**src/rtl/apb_master_n.sv**
```systemverilog
// APB master bridge: turns one-cycle CPU requests into APB transfers on one of
// NUM_SLV address-decoded slaves, with a decode-error path and an ACCESS timeout.
`timescale 1ns/1ps
module apb_master_n #(
  parameter int          NUM_SLV     = 4,
  parameter logic [31:0] BASE_ADDR   = 32'h1000_0000,
  parameter int          REGION_BITS = 12,
  parameter int          TIMEOUT     = 16
) (
  input  logic                  PCLK,
  input  logic                  PRESET,
  input  logic                  transfer,
  input  logic                  write,
  input  logic [31:0]           addr,
  input  logic [31:0]           wdata,
  output logic [31:0]           rdata,
  output logic                  ready,
  output logic                  error,
  output logic [31:0]           PADDR,
  output logic                  PWRITE,
  output logic [31:0]           PWDATA,
  output logic                  PENABLE,
  output logic [NUM_SLV-1:0]    PSEL,
  input  logic [NUM_SLV*32-1:0] PRDATA,
  input  logic [NUM_SLV-1:0]    PREADY,
  input  logic [NUM_SLV-1:0]    PSLVERR
);

  localparam int IDX_W = (NUM_SLV > 1) ? $clog2(NUM_SLV) : 1;
  localparam int CNT_W = (TIMEOUT > 2) ? $clog2(TIMEOUT) : 1;
  localparam logic [CNT_W-1:0] CNT_LAST = CNT_W'((TIMEOUT > 0) ? TIMEOUT - 1 : 0);

  typedef enum logic [1:0] {
    ST_IDLE,
    ST_SETUP,
    ST_ACCESS,
    ST_DECERR
  } state_e;

  state_e             state_q, state_d;
  logic [31:0]        paddr_q, paddr_d;
  logic               pwrite_q, pwrite_d;
  logic [31:0]        pwdata_q, pwdata_d;
  logic [IDX_W-1:0]   idx_q, idx_d;
  logic [CNT_W-1:0]   cnt_q, cnt_d;

  logic [31:0]        offset;
  logic [31:0]        idx_full;
  logic               decode_err;
  logic               sel_ready;
  logic               sel_err;
  logic [31:0]        sel_rdata;
  logic               timeout_hit;

  // Region index is computed on the full 32-bit offset so that far-out
  // addresses cannot alias back into a valid slave after truncation.
  assign offset     = addr - BASE_ADDR;
  assign idx_full   = offset >> REGION_BITS;
  assign decode_err = (addr < BASE_ADDR) || (idx_full >= 32'(NUM_SLV));

  assign sel_ready   = PREADY[idx_q];
  assign sel_err     = PSLVERR[idx_q];
  assign sel_rdata   = PRDATA[{idx_q, 5'b0} +: 32];
  assign timeout_hit = (TIMEOUT > 0) && (cnt_q == CNT_LAST) && !sel_ready;

  // NOTE: every output and next-state signal gets a default before the case;
  // any path that skips an assignment would otherwise infer a latch.
  always_comb begin
    state_d  = state_q;
    paddr_d  = paddr_q;
    pwrite_d = pwrite_q;
    pwdata_d = pwdata_q;
    idx_d    = idx_q;
    cnt_d    = cnt_q;
    ready    = 1'b0;
    error    = 1'b0;
    rdata    = '0;
    PSEL     = '0;
    PENABLE  = 1'b0;

    case (state_q)
      ST_IDLE: begin
        if (transfer) begin
          paddr_d  = addr;
          pwrite_d = write;
          pwdata_d = wdata;
          idx_d    = idx_full[IDX_W-1:0];
          state_d  = decode_err ? ST_DECERR : ST_SETUP;
        end
      end
      ST_SETUP: begin
        PSEL[idx_q] = 1'b1;
        cnt_d       = '0;
        state_d     = ST_ACCESS;
      end
      ST_ACCESS: begin
        PSEL[idx_q] = 1'b1;
        PENABLE     = 1'b1;
        if (sel_ready) begin
          ready   = 1'b1;
          error   = sel_err;
          rdata   = pwrite_q ? 32'h0 : sel_rdata;
          state_d = ST_IDLE;
        end else if (timeout_hit) begin
          ready   = 1'b1;
          error   = 1'b1;
          state_d = ST_IDLE;
        end else begin
          cnt_d = cnt_q + 1'b1;
        end
      end
      ST_DECERR: begin
        ready   = 1'b1;
        error   = 1'b1;
        state_d = ST_IDLE;
      end
      default: state_d = ST_IDLE;
    endcase
  end

  // NOTE: state registers use non-blocking assignments so every flop samples
  // the pre-edge values, independent of statement order.
  always_ff @(posedge PCLK or negedge PRESET) begin
    if (!PRESET) begin
      state_q  <= ST_IDLE;
      paddr_q  <= '0;
      pwrite_q <= 1'b0;
      pwdata_q <= '0;
      idx_q    <= '0;
      cnt_q    <= '0;
    end else begin
      state_q  <= state_d;
      paddr_q  <= paddr_d;
      pwrite_q <= pwrite_d;
      pwdata_q <= pwdata_d;
      idx_q    <= idx_d;
      cnt_q    <= cnt_d;
    end
  end

  assign PADDR  = paddr_q;
  assign PWRITE = pwrite_q;
  assign PWDATA = pwdata_q;

endmodule
```
**config.mk**
```make
export PLATFORM = sky130hd
export DESIGN_NAME = apb_master_n
export DESIGN_NICKNAME = d
export VERILOG_FILES = /design/src/rtl/apb_master_n.sv
export SDC_FILE = /design/constraint.sdc
export NUM_CORES = 1
export LEC_CHECK = 0
export CORE_AREA = 2 2 121 123
export DETAILED_ROUTE_END_ITERATION = 10
export DIE_AREA = 0 0 123 125
export PLACE_DENSITY = 0.8
export SYNTH_ARGS = -nofsm -noshare
export SYNTH_HDL_FRONTEND = slang
export SYNTH_SLANG_ARGS = --single-unit
```
**constraint.sdc**
```tcl
create_clock -name PCLK -period 1.9 [get_ports PCLK]
set_input_delay 0.285 -clock PCLK [delete_from_list [all_inputs] [get_ports PCLK]]
set_output_delay 0.285 -clock PCLK [all_outputs]
set_load 0.005 [all_outputs]
```
**Word-level counts from Yosys, hierarchy flattened**

Cells that the tools add are included.

- Register bits: 73
- Input bits: 204
- Output and inout port bits: 104
- Logic and storage cells: 55

- Add/subtract/negate cells: 2
- $lt $le $gt $ge: 4
- Equality and inequality tests: 8
- Shift-type cells: 1
- Mux-type cells: 24
- Reductions and logical operators: 10

Operators by type and width:

| operator | number |
|---|---|
| $shiftx A128 B8 Y32 | 1 |
| $mux W32 | 3 |
| $lt A32 B29 Y1 const B | 1 |
| $sub A32 B29 Y32 const B | 1 |
| $ge A20 B3 Y1 const B | 1 |
| $mux W4 | 3 |
| $mux W2 | 4 |
| $pmux W2 S4 | 1 |
| $pmux W4 S2 | 1 |
| $mux W1 | 7 |
| $ne A2 B2 Y1 const B | 3 |
| $add A4 B1 Y4 const B | 1 |
| $bmux W1 S2 | 2 |
| $eq A2 B2 Y1 const B | 2 |
| $eq A4 B4 Y1 const B | 1 |
| $pmux W1 S2 | 2 |
| $reduce_and A2 Y1 | 2 |
| $lt A2 B3 Y1 const B | 1 |
| $ne A3 B3 Y1 const B | 1 |
| $reduce_and A3 Y1 | 1 |
| $demux W1 S2 | 1 |
| $eq A2 B1 Y1 const B | 1 |
| $ge A2 B1 Y1 const B | 1 |
| $logic_and A1 B1 Y1 | 2 |
| 5 further kinds | 5 |

**Logic depth before layout (Yosys ltp)**

Gate-level depths: netlist (run 1).

- Depth in word-level cells: 7
- Mapped depth: 6
- Gate-level depth less buffers: 6

**Worst setup path before layout (run 1)**

No wires, ideal clock.

- Kind: register -> output
- From: register, netlist name PADDR[12]
- To: output port rdata[10]
- Data arrival time: 1.669 ns
- Setup slack: -0.054 ns
- Cell stages (with the launch flop): 5
- Path buffers: 2
- Cells stage by stage: dfrtp_1 -> buf_2 -> buf_2 -> mux4_2 -> nor2b_1

RTL lines:

| what | RTL line | source |
|---|---|---|
| to (decl) | 16 | `output logic [31:0] rdata,` |

==> out/summary.md, run 1 <==
The run finished, with violations left. The checks that failed: setup timing. Portion of the post-synthesis area used by sequential elements: 45.9%. The critical path endpoint category was an output port. After synthesis, the cell types taking the most area are dfrtp_1 (46%), mux4_2 (20%), mux2_2 (19%). The initialized floorplan defines 44 standard-cell rows.

Cell internal power was estimated by the tool at 7810 uW. In this run, the clock network consumes 16.3% of the power. The synthesized design contains 71 register bits. The run gives 28 as the count of distinct cell types in the synthesized netlist.

The count of endpoints failing setup in the final report is 40. TritonCTS built the clock tree. For this design the total switching power over the nets is 3300 uW. Clock-pin slew was measured on the worst setup and hold paths at 0.06 ns. The routed design has 16300 um of wire. The relative contribution of sequential cells to total power is 24.5%. Walking the worst path, the cells encountered are mux4_2 > buf_4 > buf_6 > a31oi_1 > o21bai_1 > a21boi_2 > buf_2.

On the worst path, the slowest cell contributes a delay of 0.53 ns. The run gives 0 as the DRC violation count after routing. The largest individual stage delay along the critical path comes from the cell mux4_2.

Clock tree synthesis selected as its root buffer the cell clkbuf_16. The run gives 0.851 as the weighted congestion reported at the end of routability-driven placement. The tools report the number of pins with negative max-slew slack in the final report as 0. The number of nets handed over by synthesis was 474. The via-per-instance ratio came out at 4.71.

The average wire length per cell after detail routing came out at 20.3 um. The leading cell type in the layout, fill and taps excluded was clkdlybuf4s50_1. The initial utilization of the core area, before any placement, comes to 27.3%. The hold violation total from the final report is 0, and the first-iteration detailed-routing DRC count is 128. After synthesis, the largest area contributor takes up 45.9% of total cell area. The final layout contains 819 nets. The number of buffers created by CTS came out at 9.

The start-to-end type of the worst setup path is register to output port. After legalization and detailed placement, the total HPWL measured 12200 um. The die height was 125 um; the total congestion overflow was 0. Launch point of the critical path: PADDR[12]$_DFFE_PN0P_. Entering global routing, the biggest net connects 49 pins.

Cell accounting for the most synthesized area: dfrtp_1. The startpoint identified for the worst register-to-register timing path is PADDR[12]$_DFFE_PN0P_. Relative to the synthesized area, the layout overhead comes to 105%.

Dividing the synthesized area by the synthesized cell count gives 14.7 sq um. Per report_power, the combinational group accounts for 59.2% of the total. In this run the cell area of the synthesized design comes to 3870 sq um. During I/O placement, the number of pins put on the boundary was 308. Global routing used 19.0% of the available tracks across all layers. The worst-case clock buffer depth is 2, and the die footprint is 15400 sq um.

Share of the clock period used by the worst path: 122%. The insertion delay of the later-clocked pin in the worst-skew pair was 0.33 ns; the leakage power figure was 0.00332 uW. Counting the fill cells in the layout gives 1170.

Depth of the CTS H-tree: 3. The top cell types in the final layout, fill and taps aside, are clkdlybuf4s50_1 (266), dfrtp_1 (69), mux2_2 (65), mux4_2 (34), buf_4 (27). Subtracting the final worst setup slack from the clock period gives 2.31 ns. The setup slack of the critical path after layout is -0.409 ns. The worst hold path begins at PADDR[10]$_DFFE_PN0P_. At the placement stage, the worst setup path has a slack of -0.502 ns. For the largest voltage drop on the vdd net, the log shows 728 uV. The number of port buffers works out to 307. The post-route clock skew came out at 0.00996 ns.

Data on the critical path is required at its endpoint by 1.62 ns. The final design instance area without fill is 7950 sq um, and the setup TNS after final layout is -13.46 ns. In this run the power density over the cells is 1400 nW/um^2.

The total area inside the core boundary comes to 14200 sq um. Across the run, the number of max-cap violations was 0. The logs give 433 MHz for the maximum operating frequency and 71 for the clock net sink count. The first detailed-routing pass took 3 iterations. The via count of the first global-routing pass was 4137. The path class of the tightest hold or removal check is register to register.

The tools report the placement-stage cell area as 7330 sq um. Setup repair after global routing could not meet its margin everywhere. The number of vias in the routed layout was 3771. The nature of the critical path startpoint was a register.

Once detail routing completed, the nets flagged for antenna violations numbered 0. The floorplan step set the die width to 123 um. Of the total power, the share spent switching nets is 29.7%. The first global-routing pass estimated 22300 um of wire. Yosys printed 0 warnings. The tools report the initial antenna violation count as 2. Of all nets on the critical path, the largest fanout is 3.

The share of final-layout standard cells stronger than drive strength 1 was 34.9%. The transition at the pin with the smallest max-transition slack was 0.575 ns; the endpoint arrival time on the critical path was 2.02 ns. In this run the tightest slew margin relative to its limit is 61.7%. Count of mapped cells out of synthesis: 264.
==> per-stage QoR <==
| stage | utilization [%] | hold slack (ns) | total power [uW] | std cells |
|---|---|---|---|---|
| 2_1_floorplan | - | -0.0106 | 5290 | 264 |
| 3_3_place_gp | 51.6 | 0.295 | 8410 | 759 |
| 3_5_place_dp | 51.6 | 0.315 | 8580 | 759 |
| 4_1_cts | 54.2 | 0.505 | 10500 | 782 |
| 5_1_grt | 56.0 | 0.519 | 11700 | 800 |
| 6_report | 56.0 | 0.500 | 11100 | 800 |
==> power groups by stage <==
| stage | combinational, uW | sequential (uW) | clock (uW) |
|---|---|---|---|
| after detailed placement | 5820 | 2760 | 0 |
| after floorplan | 2550 | 2740 | 0 |
| after global routing | 6950 | 2840 | 1920 |
| final | 6580 | 2720 | 1810 |
| after global placement | 5710 | 2700 | 0 |
| after CTS | 5880 | 2740 | 1860 |
==> worst paths after layout <==
check	cells past startpoint	slack (ns)	endpoint
max	7	-0.41	error
min	1	0.50	PADDR[10]$_DFFE_PN0P_
max reg2reg	8	-0.35	state_q[0]$_DFFE_PN0P_
min reg2reg	1	0.50	PADDR[10]$_DFFE_PN0P_
max in group asynchronous	3	0.70	PADDR[12]$_DFFE_PN0P_
min in group asynchronous	2	0.52	PADDR[28]$_DFFE_PN0P_
==> routing by layer <==
layer	global-route usage, %	up-vias	wire length (um)
li1	-	1679	-
met3	6.20	38	1590
met1	18.5	1852	5330
met4	7.35	0	607
met5	0	-	0
met2	36.3	202	8720
==> synthesized netlist by cell type (all sizes together) <==
| library cell | number |
|---|---|
| o21bai | 1 |
| buf | 4 |
| dfrtp | 71 |
| a31oi | 1 |
| nor2 | 2 |
| o21ai | 1 |
| mux2i | 4 |
| nor3b | 1 |
| nand2 | 9 |
| a21oi | 1 |
| and3b | 1 |
| o22ai | 1 |
| a21boi | 1 |
| nand4 | 2 |
| nand3b | 1 |
| nor4 | 2 |
| inv | 4 |
| nor4b | 2 |
| and3 | 1 |
| ha | 6 |
| clkbuf | 14 |
| or3 | 1 |
| mux4 | 34 |
| a311oi | 1 |
| nor2b | 32 |
| mux2 | 66 |
==> what timing repair did <==
item,in CTS,in global routing
endpoints found under the setup margin,44,43
pin swaps,2,2
gates resized for setup,83,65
endpoints found under the hold margin,23,0
hold buffers,1,0
buffers inserted,6,13
cloned,0,5
==> registers in the layout, indices dropped and copies added (netlist names) <==
name,flops
PWDATA,32
state_q,2
cnt_q,4
PWRITE,1
PADDR,32
==> layout make-up <==
cell class	instances	area, sq um	share of cell area, %
sequential	71	1780	22.4
timing repair buffer	352	3460	43.5
clock inverter	5	81.3	1.02
tap	184	230	2.90
inverter	4	15.0	0.189
multi-input combinational	171	2140	26.9
clock buffer	11	243	3.05
antenna	2	5.00	0.0630
==> kinds of logic after synthesis <==
family | after synthesis | share of synthesized area (%)
mux | 104 | 40.0
fa+ha+maj | 6 | 1.94
flops | 71 | 45.9
compound gates | 7 | 1.74
buf+inv | 22 | 2.23
simple gates | 54 | 8.27
==> worst max-delay path, delay by kind of cell (launching register included) <==
| family | cells | cell delay [ns] |
|---|---|---|
| AO/OA/AOI/OAI | 3 | 0.39 |
| flip-flops | 1 | 0.39 |
| buffers and inverters | 3 | 0.38 |
| multiplexers | 1 | 0.53 |
(Power assumes the default switching activity.)
==> run 2: changes to the inputs <==
==> config.mk (replaced) <==
export PLATFORM = sky130hd
export DESIGN_NAME = apb_master_n
export DESIGN_NICKNAME = d
export VERILOG_FILES = /design/src/rtl/apb_master_n.sv
export SDC_FILE = /design/constraint.sdc
export NUM_CORES = 1
export LEC_CHECK = 0
export CORE_AREA = 2 2 120 122
export DETAILED_ROUTE_END_ITERATION = 10
export DIE_AREA = 0 0 122 124
export GPL_TIMING_DRIVEN = 0
export PLACE_DENSITY = 0.78
export SYNTH_ARGS = -nofsm -noshare
export SYNTH_HDL_FRONTEND = slang
export SYNTH_SLANG_ARGS = --single-unit
==> constraint.sdc (replaced) <==
create_clock -name PCLK -period 2.6 [get_ports PCLK]
set_input_delay 0.39 -clock PCLK [delete_from_list [all_inputs] [get_ports PCLK]]
set_output_delay 0.39 -clock PCLK [all_outputs]
set_load 0.005 [all_outputs]
==> out/summary.md, run 2 (synthesized netlist as in run 1, its figures left out) <==
The flow ran to the end, and the final reports show no timing, DRC or antenna violations. The average wire length per cell after detail routing was 19.2 um (was 20.3 um). The worst-case clock buffer depth is 2 (unchanged).

Peak fanout along the critical path: 6 (was 3). For the number of nets in the layout, the log shows 800 (was 819). The endpoint of the lowest-slack register-to-register path is PADDR[23]$_DFFE_PN0P_ (was state_q[0]$_DFFE_PN0P_). The cell type of the slowest stage on the worst timing path was mux4_2 (unchanged).

The endpoint arrival time on the critical path was 2.19 ns (was 2.02 ns). Number of port buffers: 307 (unchanged). The required time of the worst setup path is 2.21 ns (was 1.62 ns). The clock input transition at the sequential cells of the worst setup and hold paths came out at 0.05 ns (was 0.06 ns).

The hold violation total from the final report is 0 (unchanged). The nature of the critical path startpoint was an input pin (was a register). Cell seen most often among critical-path stages: clkdlybuf4s50_1. The leakage power figure came out at 0.00331 uW (was 0.00332 uW). The logic depth of the worst setup path including buffers was 7 (unchanged). For the worst hold slack, the log shows 0.204 ns (was 0.500 ns). The launch point of the critical path is PREADY[3] (was PADDR[12]$_DFFE_PN0P_). For the power share of the combinational group, the log shows 56.9% (was 59.2%). The weighted congestion reported at the end of routability-driven placement was 0.820 (was 0.851). The sum of routed wire length over all layers is 14900 um (was 16300 um), and the number of vias in the routed layout is 3603 (was 3771). The register-to-register path setup slack came out at 0.34 ns (was -0.35 ns). The run gives 5 (was 3) as the number of detailed-route iterations in the first pass. The run gives 35.5% (was 36.3%) as the met2 usage.

The share of final-layout standard cells stronger than drive strength 1 was 22.9% (was 34.9%). The setup slack of the critical path after layout is 0.0224 ns (was -0.409 ns). TritonCTS built the clock tree.

Stage delay of the slowest cell on the critical path: 0.52 ns (was 0.53 ns). End point of the critical path: rdata[27] (was error). The leading cell type in the layout, fill and taps excluded was clkdlybuf4s50_1 (unchanged).

The portion of total power attributed to the clock network is 16.1% (was 16.3%). Net switching power: 2150 uW (was 3300 uW). The via count of the first global-routing pass is 3944 (was 4137), and the transition at the pin with the smallest max-transition slack is 0.895 ns (was 0.575 ns). For the residual antenna-violating net count after detailed routing, the log shows 0 (unchanged). The area added between synthesis and finish works out to 97.7% (was 105%).

The start-to-end type of the worst setup path was input pin to output port (was register to output port). The run gives 0.32 ns (was 0.33 ns) as the insertion delay of the later-clocked pin in the worst-skew pair. The logs give 72 (was 49) for the maximum number of pins on one net before global-route repair and 135 (was 128) for the first-iteration detailed-routing DRC count. The family with the most delay on the worst path was buffers and inverters (was multiplexers). The most heavily used metal layer in global routing was met2 (unchanged). Kind of path behind the tightest hold check: input pin to async pin (was register to register). The power density relative to cell area works out to 959 nW/um^2 (was 1400 nW/um^2). The placeable core region was 13700 sq um (was 14200 sq um); the number of buffers created by CTS was 9 (unchanged). Root cell of the clock tree: clkbuf_16 (unchanged).

Largest voltage drop on the vdd net: 540 uV (was 728 uV). Overall die width: 122 um (was 123 um). Setup repair after global routing could not meet its margin everywhere. The logs give 7.14% (was 6.20%) for the met3 routing resource usage after global routing and 5190 uW (was 7810 uW) for the internal power. The tools report the die footprint as 15100 sq um (was 15400 sq um). The initial cell density of the core is 28.2% (was 27.3%).

Critical path cell sequence: clkdlybuf4s50_1 > mux4_2 > nand3b_1 > buf_6 > buf_8 > nor2b_1 > clkdlybuf4s50_1 (was mux4_2 > buf_4 > buf_6 > a31oi_1 > o21bai_1 > a21boi_2 > buf_2). The run gives 0 (unchanged) as the total congestion overflow. The worst slack after detailed placement was -0.396 ns (was -0.502 ns); the die height was 124 um (was 125 um). The first-pass GRT wire length came out at 21100 um (was 22300 um).

Placed wire-length estimate: 12300 um (was 12200 um). Launching point of the worst reg2reg path: state_q[0]$_DFFE_PN0P_ (was PADDR[12]$_DFFE_PN0P_). The DRC violation count after routing was 0 (unchanged). The initial antenna violation count is 2 (unchanged), and the relative slew slack is 40.3% (was 61.7%). The depth of the CTS H-tree is 3 (unchanged). Critical path endpoint category: an output port (unchanged).

The post-route minimum period works out to 2.58 ns. The max-cap violation count is 0 (unchanged), and the met1 track demand over resource in global routing is 18.2% (was 18.5%). The maximum operating frequency came out at 388 MHz.

The clock net sink count was 71 (unchanged). Commonest cells after routing, fill and taps aside: clkdlybuf4s50_1 (275), dfrtp_1 (70), mux2_2 (65), mux4_2 (34), nor2b_1 (32) (was clkdlybuf4s50_1 (266), dfrtp_1 (69), mux2_2 (65), mux4_2 (34), buf_4 (27)). Total buffers and inverters traversed by the critical path: 4 (was 3). The total global routing track utilization is 18.5% (was 19.0%), and the share of the clock period used by the worst path is 99.1%.

The net switching fraction of the power works out to 29.3% (was 29.7%). The via-per-instance ratio is 4.64 (was 4.71), and the number of placed I/O pins is 308 (unchanged). The post-route clock skew was 0.00998 ns (was 0.00996 ns); the number of hold buffers added after cts was 0 (was 1).

The count of endpoints failing setup in the final report is 0 (was 40). The number of pins with negative max-slew slack in the final report is 0 (unchanged), and the count of cells along the worst register-to-register path is 6 (was 8). The relative contribution of sequential cells to total power is 27.0% (was 24.5%), and the number of cell rows is 43 (was 44).
## run 2: cell count changes in the layout (fill, tap and decap cells not counted), moves of 6 or more
cell             change
dlygate4sd2_1       +13
nor2b_1             +15
buf_12               -6
clkbuf_2            -25
clkdlybuf4s50_1      +9
dlymetal6s2s_1      +12
clkbuf_1             +8
buf_4               -19
nor2b_4             -12
buf_2                -6
## run 2: metal layers
layer,up-vias,wire length [um]
li1,1641,-
met1,1770,5000
met2,175,8160
met3,17,1500
met4,0,272
met5,-,0
## run 2: final cells by class
class / count / area [sq um]
Clock inverter: 2 / 12.5
Antenna cell: 2 / 5.00
Timing Repair Buffer: 315 / 3160
Buffer: 18 / 168
Fill cell: 1171 / 6060
Inverter: 4 / 15.0
Clock buffer: 14 / 284
Tap cell: 180 / 225
Multi-Input combinational cell: 171 / 2010
Sequential cell: 71 / 1780
## run 2: timing repair
| action | CTS | global route |
|---|---|---|
| endpoints found under the setup margin | 37 | 13 |
| buffers inserted | 1 | 6 |
| gates cloned | 0 | 1 |
| pin swaps | 1 | 1 |
| hold endpoints to repair | 0 | 0 |
| gates resized for setup | 44 | 21 |
## run 2: worst min-delay path by stage
stage	startpoint	to	slack [ns]	depth (start not counted)
3_5_place_dp	PADDR[27]$_DFFE_PN0P_	PADDR[27]$_DFFE_PN0P_	0.49	1
2_1_floorplan	PRESET	PADDR[0]$_DFFE_PN0P_	0.09	0
5_1_grt	PRESET	PADDR[0]$_DFFE_PN0P_	0.27	1
4_1_cts	PRESET	PADDR[0]$_DFFE_PN0P_	0.23	1
6_report	PRESET	PADDR[1]$_DFFE_PN0P_	0.20	1
3_3_place_gp	PADDR[4]$_DFFE_PN0P_	PADDR[4]$_DFFE_PN0P_	0.49	1
## run 2: power groups by stage
stage                     Combinational [uW]  Sequential, uW  Clock (uW)
after detailed placement                4050            2000           0
after CTS                               4130            2000        1220
after global placement                  3980            1970           0
final                                   4180            1980        1180
after floorplan                         1870            2000           0
after global routing                    4480            2060        1270
## run 2: stage by stage
stage	area, sq um	total power [uW]	TNS [ns]	util [%]	cells
after floorplan	3870	3870	0	-	264
after global placement	7170	5940	-94.14	52.3	751
after detailed placement	7170	6050	-10.87	52.3	751
after CTS	7530	7350	-0.938	54.9	768
after global routing	7660	7800	-0.0494	55.8	777
final	7660	7340	0	55.8	777
